### src/rtl/pipe_ctrl.sv
// Pipeline hazard controller: merges stage stall requests, accepts each taken EX branch once,
// and issues the PC redirect (deferred while PC is frozen). Optional perf counters: PIPE_PERF_CNT_EN.
module pipe_ctrl #(
  parameter int ADDR_W = 32,
  parameter int PERF_W = 32
) (
  input  logic              clk,
  input  logic              rst,
  input  logic              stallreq_if_i,
  input  logic              stallreq_id_i,
  input  logic              stallreq_ex_i,
  input  logic              stallreq_mem_i,
  input  logic              ex_b_flag_i,
  input  logic [ADDR_W-1:0] ex_b_target_i,
  output logic [5:0]        stall_o,
  output logic              flush_o,
  output logic              pc_redirect_o,
  output logic [ADDR_W-1:0] pc_redirect_addr_o,
  output logic              redirect_pend_o,
  output logic [PERF_W-1:0] stall_cycles_o,
  output logic [PERF_W-1:0] flush_count_o
);

  // state[0] = br_lock, state[1] = pend
  localparam logic [1:0] ST_RUN    = 2'b00;
  localparam logic [1:0] ST_LOCKED = 2'b01;
  localparam logic [1:0] ST_PEND   = 2'b11;

  logic [1:0]        state, state_d;
  logic [ADDR_W-1:0] pend_addr;
  logic              br_lock, pend, accept;

  assign br_lock = state[0];
  assign pend    = state[1];

  always_comb begin
    stall_o = 6'b000000;
    if (stallreq_mem_i)     stall_o = 6'b011111;
    else if (stallreq_ex_i) stall_o = 6'b001111;
    else if (stallreq_id_i) stall_o = 6'b000111;
    else if (stallreq_if_i) stall_o = 6'b000011;
  end

  // Gated by rst so a branch seen during reset never leaks a flush or redirect.
  assign accept = rst & ex_b_flag_i & ~br_lock;

  always_comb begin
    state_d            = state;
    flush_o            = accept;
    pc_redirect_o      = 1'b0;
    pc_redirect_addr_o = '0;
    case (state)
      ST_RUN: begin
        if (accept) begin
          if (stall_o[0]) begin
            state_d = ST_PEND;
          end else begin
            pc_redirect_o      = 1'b1;
            pc_redirect_addr_o = ex_b_target_i;
            state_d            = stall_o[3] ? ST_LOCKED : ST_RUN;
          end
        end
      end
      ST_LOCKED: begin
        if (!stall_o[3]) state_d = ST_RUN;
      end
      ST_PEND: begin
        // Frozen stages only hold bubbles here, so the redirect needs no flush.
        // br_lock survives this edge because pend was still set.
        if (!stall_o[0]) begin
          pc_redirect_o      = 1'b1;
          pc_redirect_addr_o = pend_addr;
          state_d            = ST_LOCKED;
        end
      end
      default: state_d = ST_RUN;
    endcase
  end

  always_ff @(posedge clk or negedge rst) begin
    if (!rst) begin
      state     <= ST_RUN;
      pend_addr <= '0;
    end else begin
      state <= state_d;
      if (accept && stall_o[0]) pend_addr <= ex_b_target_i;
    end
  end

  assign redirect_pend_o = pend;

`ifdef PIPE_PERF_CNT_EN
  logic [PERF_W-1:0] stall_cnt, flush_cnt;

  // Both counters saturate rather than wrap.
  always_ff @(posedge clk or negedge rst) begin
    if (!rst) begin
      stall_cnt <= '0;
      flush_cnt <= '0;
    end else begin
      if ((stall_o != 6'b000000) && !(&stall_cnt)) stall_cnt <= stall_cnt + 1'b1;
      if (accept && !(&flush_cnt))                 flush_cnt <= flush_cnt + 1'b1;
    end
  end

  assign stall_cycles_o = stall_cnt;
  assign flush_count_o  = flush_cnt;
`else
  assign stall_cycles_o = '0;
  assign flush_count_o  = '0;
`endif

endmodule

### config.mk
export PLATFORM = sky130hd
export DESIGN_NAME = pipe_ctrl
export DESIGN_NICKNAME = d
export VERILOG_FILES = /design/src/rtl/pipe_ctrl.sv
export SDC_FILE = /design/constraint.sdc
export NUM_CORES = 1
export LEC_CHECK = 0
export BUFFER_PORTS_ARGS = -buffer_cell sky130_fd_sc_hd__buf_2
export CELL_PAD_IN_SITES_DETAIL_PLACEMENT = 2
export CELL_PAD_IN_SITES_GLOBAL_PLACEMENT = 2
export CORE_MARGIN = 2
export CORE_UTILIZATION = 25
export DETAILED_ROUTE_END_ITERATION = 12
export MAX_ROUTING_LAYER = met4
export PLACE_DENSITY = 0.93
export SETUP_SLACK_MARGIN = 0.15
export SLEW_MARGIN = 15
export SYNTH_ARGS = -nofsm -noshare
export SYNTH_HDL_FRONTEND = slang
export SYNTH_SLANG_ARGS = --single-unit
### constraint.sdc
create_clock -name clk -period 4.6 [get_ports clk]
set_input_delay 0.46 -clock clk [delete_from_list [all_inputs] [get_ports clk]]
set_output_delay 0.46 -clock clk [all_outputs]
set_load 0.005 [all_outputs]
==> results.cfg, run 1 <==
[route]
wire_per_inst_microns = 13.81
drtIter0Drc = 40
vias = 1778
ant_nets = 0
firstDrtPassIters = 4
drt-total-wl_microns = 5731
vias_per_cell = 4.284
remaining_drc_errors = 0

[critical_path]
worstPathRequired_ns = 4.14
reg2reg_to = pend_addr[4]$_DFFE_PN0P_
crit_chain = buf_2, and4b_1, buf_4, a22oi_1, nor2_1, buf_2
ff2ff_setup_slack_ns = 2.60
cp_slowest_cell = buf_2
critical-path-top-delay-family = buffers and inverters
arrival_ns = 2.20
path_class = input pin to primary output
end_kind = primary output
reg2reg_depth = 3
r2r_start = state[0]$_DFFE_PN0P_
cp_max_fo = 36
path_common_cell = buf_2
crit_path_start_kind = input pin
crit_buf_inv = 3
max_stage_delay_ns = 0.62

[sta]
rsz0062_at_grt = false
maxSlewViolCount = 0
max_freq_mhz = 376.0
skew_ns = 0.002558
finalCritPeriodShare = 0.5781
worstMarginPinSlew_ns = 0.9275
finalSetupViolCount = 0
hold_slack_ns = 0.2719
min_period_ns = 2.659
maxSlewHeadroom = 0.3802
fin_tns_setup_ns = 0
setup_ws_ns = 1.941
hold_violations = 0

[die]
initial_core_util = 0.2533
die_w_microns = 100.1
die_y_microns = 100.1
ios = 144
die-area_sq_mm = 0.01001
core_region_area_sq_mm = 0.009109
rows = 35

[logic_synthesis]
synth_top_cell_by_area = dfrtp_1
ys_warn_count = 0
synth.area.top_cells = dfrtp_1 37%, buf_4 22%, mux2_2 17%
synth_top_cell_area_share = 0.3688
synth_cell_types = 19
ys_seq_area_frac = 0.3688
netlist_area_sq_mm = 0.002307
avgSynthCellArea_sq_um = 9.776
ys_ff_latch = 34
synth_cells = 236

[pwr]
p_leak_nw = 1.265
total_power_w = 0.001132
ir_worst_vdd_v = 0.0001166
p_per_area_mw_per_mm2 = 432.1

[layout]
n_antenna_cell = 0
layout_common_cells = 78 x buf_2, 65 x conb_1, 35 x nor2_1
final_common_cell = buf_2
drive_gt1_frac = 0.4112
fillers = 1078
multi_input_area_sq_mm = 0.001124
seq_area_sq_um = 850.8
fin_util = 0.2876
num-nets-final = 347
syn_to_final_growth_pct = 13.56

[global_route]
grt_max_degree = 37
antenna_found_initial = 0
overflow = 0
track_usage = 0.1174
grt_first_pass_wirelength_microns = 9101
grt_pass1_vias = 1798

[outcome]
status = completed

[clock_network]
clock_latency_ns = 0.27
cts_setup_buffers = 0
cts-htree-levels = 2
cts_sinks = 34
numCtsBuffers = 5
clk_pin_slew_worst_paths_ns = 0.07
holdBufCountCts = 0
cts_tree = done
root_buffer = clkbuf_8
post_cts_resized = 0
cts.path.max_buffers = 2

[place]
place_ws_ns = 1.795
place_congestion = 0.7400
post-dp-hpwl_microns = 4419
port_buffers = 78

[job]
maxCapViolations = 0

[worst_hold_path]
hp-class = input pin to asynchronous set/reset pin
[where the power goes]
group,switching (W),internal [W],leakage (nW),total (W)
Clock,0.0000993,0.000115,0.0431,0.000215
Combinational,0.000188,0.000206,0.821,0.000394
Sequential,0.0000818,0.000441,0.401,0.000523
[cell type report]
type                       instances  share of cell area
inverter                           5            0.007163
multi-input combinational        179              0.4288
tap                              111             0.05301
clock buffer                       6             0.03152
sequential                        34              0.3247
timing repair buffer              80              0.1547
[kinds of logic after synthesis]
kind of cell | synth area share
other | 0.001625
adder cells (fa/ha/maj) | 0.01627
flip-flops | 0.3688
AO/OA/AOI/OAI | 0.1144
AND/OR/NAND/NOR | 0.08081
multiplexers | 0.1659
buffers and inverters | 0.2522
[worst max path at each step]
stage / start / to / slack [ns] / depth (start not counted)
2_1_floorplan: state[1]$_DFFE_PN0P_ / pc_redirect_addr_o[10] / 2.63 / 7
3_3_place_gp: rst / pend_addr[5]$_DFFE_PN0P_ / 1.94 / 4
3_5_place_dp: rst / pend_addr[4]$_DFFE_PN0P_ / 1.79 / 4
4_1_cts: state[0]$_DFFE_PN0P_ / pc_redirect_addr_o[12] / 1.74 / 5
5_1_grt: rst / pc_redirect_addr_o[27] / 1.73 / 6
6_report: rst / pc_redirect_addr_o[17] / 1.94 / 6
[cell usage after synthesis, drive strengths merged]
library cell and count:
a222oi 1, nor4 1, clkbuf 12, dfrtp 34, inv 5, or2b 1
and4b 1, buf 70, conb 1, nor2 36, ha 3, or3 1
or2 1, a21oi 1, mux2 34, a22oi 32, nand3b 1, o41ai 1
[registers in the layout (all words and copies together), names as in the netlist]
signal / flops
pend_addr: 32
state: 2
[metrics by stage]
stage,area [sq um],std cells
3_3_place_gp,2536,409
4_1_cts,2619,415
3_5_place_dp,2536,409
5_1_grt,2620,415
2_1_floorplan,2547,300
6_report,2620,415
[metal layers]
metal | part of all wire | vias to the layer above | GRT usage | routed length [microns]
li1 | - | 808 | - | -
met1 | 0.37 | 876 | 0.1264 | 2138
met2 | 0.55 | 86 | 0.2193 | 3153
met3 | 0.062 | 8 | 0.02159 | 357
met4 | 0.014 | 0 | 0.03372 | 81
met5 | 0 | - | - | 0
No activity file was read; power rests on OpenSTA's default activity.
==> inputs of run 2 (changes only) <==
--- a/config.mk
+++ b/config.mk
@@ -9,10 +9,10 @@
 export CELL_PAD_IN_SITES_DETAIL_PLACEMENT = 2
 export CELL_PAD_IN_SITES_GLOBAL_PLACEMENT = 2
 export CORE_MARGIN = 2
-export CORE_UTILIZATION = 25
+export CORE_UTILIZATION = 21
 export DETAILED_ROUTE_END_ITERATION = 12
 export MAX_ROUTING_LAYER = met4
-export PLACE_DENSITY = 0.93
+export PLACE_DENSITY = 0.84
 export SETUP_SLACK_MARGIN = 0.15
 export SLEW_MARGIN = 15
 export SYNTH_ARGS = -nofsm -noshare
==> constraint.sdc (replaced) <==
create_clock -name clk -period 2.3 [get_ports clk]
set_input_delay 0.23 -clock clk [delete_from_list [all_inputs] [get_ports clk]]
set_output_delay 0.23 -clock clk [all_outputs]
set_load 0.005 [all_outputs]
==> run 2 against run 1 <==
Effect of this change:
- register-to-register slack got worse by 2.1 ns
- clock-buffer cell count decreased by 1
- die area increased by 18%
- global-route usage decreased by 0.64 points
- clock power increased to 3.2 times the previous value
==> results.cfg, run 2 (synthesized netlist as in run 1, its figures left out) <==
[critical_path]
path_class = flop to primary output
critical-path-top-delay-family = flip-flops
cp_slowest_cell = dfrtp_1
end_kind = primary output
worstPathRequired_ns = 2.07
crit_chain = inv_1, ha_2, and4b_2, buf_12, a22oi_1, nor2_1, buf_2
cp_max_fo = 20
arrival_ns = 1.82
crit_buf_inv = 3
crit_path_start_kind = flop
max_stage_delay_ns = 0.41

[layout]
multi_input_area_sq_mm = 0.001131
regMostFlops = pend_addr
reg_top3 = pend_addr: 32 flops, state: 2 flops
layout_common_cells = 78 x buf_2, 65 x conb_1, 35 x nor2_1
drive_gt1_frac = 0.4331
fillers = 1232
n_antenna_cell = 0
largest_reg_flops = 32
fin_util = 0.2611
final_common_cell = buf_2
num-nets-final = 355
seq_area_sq_um = 850.8
syn_to_final_growth_pct = 22.13

[die]
core_region_area_sq_mm = 0.01079
die-area_sq_mm = 0.01184
die_w_microns = 108.8
rows = 38
initial_core_util = 0.2138
ios = 144
die_y_microns = 108.8

[route]
drt-total-wl_microns = 6316
remaining_drc_errors = 0
wire_per_inst_microns = 13.91
top_layer = met4
met2_wirelength_microns = 3492
vias_per_cell = 3.954
firstDrtPassIters = 4
drtIter0Drc = 45
met1Wirelength_microns = 2455
ant_nets = 0
vias = 1795
wl_met3_microns = 318

[sta]
maxSlewHeadroom = 0.6451
min_period_ns = 2.049
hold_violations = 0
rsz0062_at_grt = true
max_freq_mhz = 488.0
hold_slack_ns = 0.03625
fin_tns_setup_ns = 0
finalSetupViolCount = 0
maxSlewViolCount = 0
worstMarginPinSlew_ns = 0.5255
skew_ns = 0.004518
setup_ws_ns = 0.2507
finalCritPeriodShare = 0.8910

[outcome]
status = completed

[clock_network]
cts_sinks = 34
clk_pin_slew_worst_paths_ns = 0.08
cts.path.max_buffers = 2
clock_latency_ns = 0.29
numCtsBuffers = 5
cts-htree-levels = 2
cts_tree = done
root_buffer = clkbuf_8

[pwr]
ir_worst_vdd_v = 0.0002686
swShare = 0.3131
p_switching_w = 0.0008150
pwr-share-seq = 0.397
power_frac_clock = 0.262
p_int_w = 0.001788
p_leak_nw = 1.338
p_per_area_mw_per_mm2 = 923.9
comb_power_share = 0.341

[global_route]
grt_first_pass_wirelength_microns = 9908
track_usage = 0.1110
antenna_found_initial = 0
overflow = 0
grt_max_degree = 34
grt_pass1_vias = 1938

[place]
place_ws_ns = 0.3480
port_buffers = 78
post-dp-hpwl_microns = 4730
place_congestion = 0.7149

[worst_hold_path]
hp-class = input pin to asynchronous set/reset pin

[job]
maxCapViolations = 0
-- run 2: final cells by class --
type | count | area share
Clock buffer | 5 | 0.02442
Clock inverter | 3 | 0.02442
Inverter | 5 | 0.006661
Multi-Input combinational cell | 179 | 0.4014
Sequential cell | 34 | 0.3020
Tap cell | 140 | 0.06217
Timing Repair Buffer | 88 | 0.1790
-- run 2: power groups by stage --
| stage | logic (W) | clock network (W) | registers [W] |
|---|---|---|---|
| after floorplan | 0.000680 | 0 | 0.00100 |
| after global placement | 0.000784 | 0 | 0.00103 |
| after detailed placement | 0.000838 | 0 | 0.00105 |
| after CTS | 0.000866 | 0.000720 | 0.00103 |
| after global routing | 0.000995 | 0.000748 | 0.00107 |
| final | 0.000888 | 0.000682 | 0.00103 |
-- run 2: worst paths after layout --
check                                             to  cells past startpoint  slack [ns]                startpoint
max in group asynchronous  pend_addr[10]$_DFFE_PN0P_                      2        1.65                       rst
setup reg to reg                state[0]$_DFFE_PN0P_                      4        0.52      state[0]$_DFFE_PN0P_
setup / recovery              pc_redirect_addr_o[25]                      7        0.25      state[1]$_DFFE_PN0P_
min in group clk           pend_addr[22]$_DFFE_PN0P_                      2        0.19         ex_b_target_i[22]
hold / removal              pend_addr[7]$_DFFE_PN0P_                      2        0.04                       rst
hold reg to reg             pend_addr[0]$_DFFE_PN0P_                      1        0.51  pend_addr[0]$_DFFE_PN0P_
-- run 2: timing repair --
| action | in CTS | in global routing |
|---|---|---|
| gates resized for setup | 1 | 8 |
| hold endpoints to repair | 5 | 0 |
| hold buffers | 1 | 0 |
| endpoints found under the setup margin | 17 | 33 |
| pin swaps | 0 | 1 |
| setup buffers | 1 | 1 |
-- run 2: metal layers --
metal,vias up,track usage
met5,-,-
met1,890,0.1186
met2,71,0.2125
met3,5,0.02092
met4,0,0.02198
li1,829,-
-- run 2: stage by stage --
stage	total power (W)	cell area, sq um	cells
3_3_place_gp	0.001810	2623	443
5_1_grt	0.002817	2818	454
6_report	0.002603	2818	454
3_5_place_dp	0.001891	2623	443
2_1_floorplan	0.001682	2547	300
4_1_cts	0.002619	2781	453
==> inputs of run 3 (changes only) <==
--- a/config.mk
+++ b/config.mk
@@ -6,13 +6,14 @@
 export NUM_CORES = 1
 export LEC_CHECK = 0
 export BUFFER_PORTS_ARGS = -buffer_cell sky130_fd_sc_hd__buf_2
+export CAP_MARGIN = 20
 export CELL_PAD_IN_SITES_DETAIL_PLACEMENT = 2
 export CELL_PAD_IN_SITES_GLOBAL_PLACEMENT = 2
 export CORE_MARGIN = 2
-export CORE_UTILIZATION = 21
+export CORE_UTILIZATION = 25
 export DETAILED_ROUTE_END_ITERATION = 12
 export MAX_ROUTING_LAYER = met4
-export PLACE_DENSITY = 0.84
+export PLACE_DENSITY = 0.93
 export SETUP_SLACK_MARGIN = 0.15
 export SLEW_MARGIN = 15
 export SYNTH_ARGS = -nofsm -noshare
==> constraint.sdc (replaced) <==
create_clock -name clk -period 2.62 [get_ports clk]
set_input_delay 0.262 -clock clk [delete_from_list [all_inputs] [get_ports clk]]
set_output_delay 0.262 -clock clk [all_outputs]
set_load 0.005 [all_outputs]
==> run 3 against run 2 <==
Effect of this change:
- flip-flop and latch count stayed put
- critical path depth stayed put
- combinational power down 20%
- final cell count decreased by 6.8%
- critical endpoint is now pc_redirect_addr_o[11]
- largest power group unchanged
==> results.cfg, run 3 (synthesized netlist as in run 1, its figures left out) <==
[clock_network]
cts-htree-levels = 2
numCtsBuffers = 5
cts.path.max_buffers = 2
cts_setup_buffers = 0
clock_latency_ns = 0.28
holdBufCountCts = 1
post_cts_resized = 0
clk_pin_slew_worst_paths_ns = 0.07
cts_tree = done
cts_sinks = 34
root_buffer = clkbuf_8

[global_route]
grt_pass1_vias = 1803
track_usage = 0.1194
grt_max_degree = 34
overflow = 0
grt_first_pass_wirelength_microns = 9190
antenna_found_initial = 0

[sta]
finalCritPeriodShare = 0.8639
max_freq_mhz = 441.8
rsz0062_at_grt = false
fin_tns_setup_ns = 0
skew_ns = 0.009137
min_period_ns = 2.264
maxSlewViolCount = 0
worstMarginPinSlew_ns = 0.4936
finalSetupViolCount = 0
hold_violations = 0
maxSlewHeadroom = 0.6666

[pwr]
comb_power_share = 0.338
p_per_area_mw_per_mm2 = 781.1
p_leak_nw = 1.303
swShare = 0.3176
pwr-share-seq = 0.437
p_int_w = 0.001434
p_switching_w = 0.0006674
ir_worst_vdd_v = 0.0001976
total_power_w = 0.002101
power_frac_clock = 0.224

[route]
wire_per_inst_microns = 13.93
firstDrtPassIters = 4
ant_nets = 0
drt-total-wl_microns = 5891
remaining_drc_errors = 0
drtIter0Drc = 49
top_layer = met4
met1Wirelength_microns = 2303
wl_met3_microns = 318
vias_per_cell = 4.260
vias = 1802
met2_wirelength_microns = 3191

[critical_path]
ff2ff_setup_slack_ns = 0.74
max_stage_delay_ns = 0.52
arrival_ns = 2.00
crit_buf_inv = 4
end_kind = primary output
worstPathRequired_ns = 2.36
critical-path-top-delay-family = buffers and inverters
reg2reg_to = state[0]$_DFFE_PN0P_
path_class = input pin to primary output
crit_chain = dlygate4sd3_1, buf_2, and4b_1, buf_4, a22oi_1, nor2_1, buf_2
r2r_start = state[0]$_DFFE_PN0P_
reg2reg_depth = 4
cp_max_fo = 18
crit_path_start_kind = input pin
path_common_cell = buf_2
cp_slowest_cell = dlygate4sd3_1

[layout]
final_common_cell = buf_2
syn_to_final_growth_pct = 16.59
instances_no_fill = 423
n_antenna_cell = 0
largest_reg_flops = 32
num-nets-final = 353
regMostFlops = pend_addr
multi_input_area_sq_mm = 0.001122
seq_area_sq_um = 850.8
drive_gt1_frac = 0.4135
layout_common_cells = 78 x buf_2, 65 x conb_1, 35 x nor2_1
fillers = 1084
reg_top3 = pend_addr: 32 flops, state: 2 flops

[die]
rows = 35
die_w_microns = 100.1
core_region_area_sq_mm = 0.009109
die_y_microns = 100.1
ios = 144
initial_core_util = 0.2533
die-area_sq_mm = 0.01001

[worst_hold_path]
hp-class = input pin to flop
whs_path_depth = 2
min-delay-start = ex_b_target_i[14]
holdPathEnd = pend_addr[14]$_DFFE_PN0P_

[place]
port_buffers = 78
post-dp-hpwl_microns = 4502
place_congestion = 0.7712
place_inst = 414

[job]
maxCapViolations = 0

[outcome]
status = completed
## run 3: changes by cell type in the layout (fill, tap and decap cells not counted), sizes merged
cell | previous run | this run
clkbuf | 5 | 7
buf | 87 | 85
clkinv | 1 | 0
bufinv | 2 | 1
## run 3: layout make-up
class / instances / area share
tap: 111 / 0.05163
sequential: 34 / 0.3163
inverter: 5 / 0.006977
clock inverter: 1 / 0.01116
timing repair buffer: 86 / 0.1684
clock buffer: 7 / 0.02837
multi-input combinational: 179 / 0.4172
## run 3: worst max-delay path by stage
stage	start	cells past startpoint	to	slack, ns
floorplan	state[1]$_DFFE_PN0P_	7	pc_redirect_addr_o[10]	0.85
global placement	stallreq_id_i	6	pc_redirect_addr_o[22]	0.74
detailed placement	stallreq_id_i	5	state[0]$_DFFE_PN0P_	0.52
CTS	rst	7	pc_redirect_addr_o[11]	0.30
global route	rst	7	pc_redirect_addr_o[11]	0.21
finish	rst	7	pc_redirect_addr_o[11]	0.36
## run 3: through the flow
stage	hold slack [ns]	worst slack, ns	util	cell area, sq um
6_report	0.2245	0.3565	0.2953	2690
5_1_grt	0.2048	0.2148	0.2953	2690
4_1_cts	0.2122	0.2988	0.2953	2690
3_5_place_dp	0.1922	0.5246	0.2826	2574
3_3_place_gp	0.1820	0.7386	0.2826	2574
2_1_floorplan	-0.03359	0.8491	-	2547
## run 3: worst register-to-register path, stage by stage, from the launching register on
cell	delay, ns
dfrtp_1	0.44
ha_1	0.22
buf_4	0.20
a222oi_1	0.51
mux2_2	0.40
## run 3: power groups by stage
stage               sequential [W]  combinational, W  clock, W
floorplan                 0.000880          0.000597         0
global placement          0.000903          0.000676         0
detailed placement        0.000927          0.000725         0
CTS                       0.000919          0.000726  0.000494
global route              0.000955          0.000796  0.000518
finish                    0.000919          0.000711  0.000472
## run 3: per-layer routing
layer | vias up | GRT usage
met5 | - | -
met4 | 0 | 0.03583
met3 | 5 | 0.02019
met2 | 78 | 0.2152
met1 | 898 | 0.1358
li1 | 821 | -
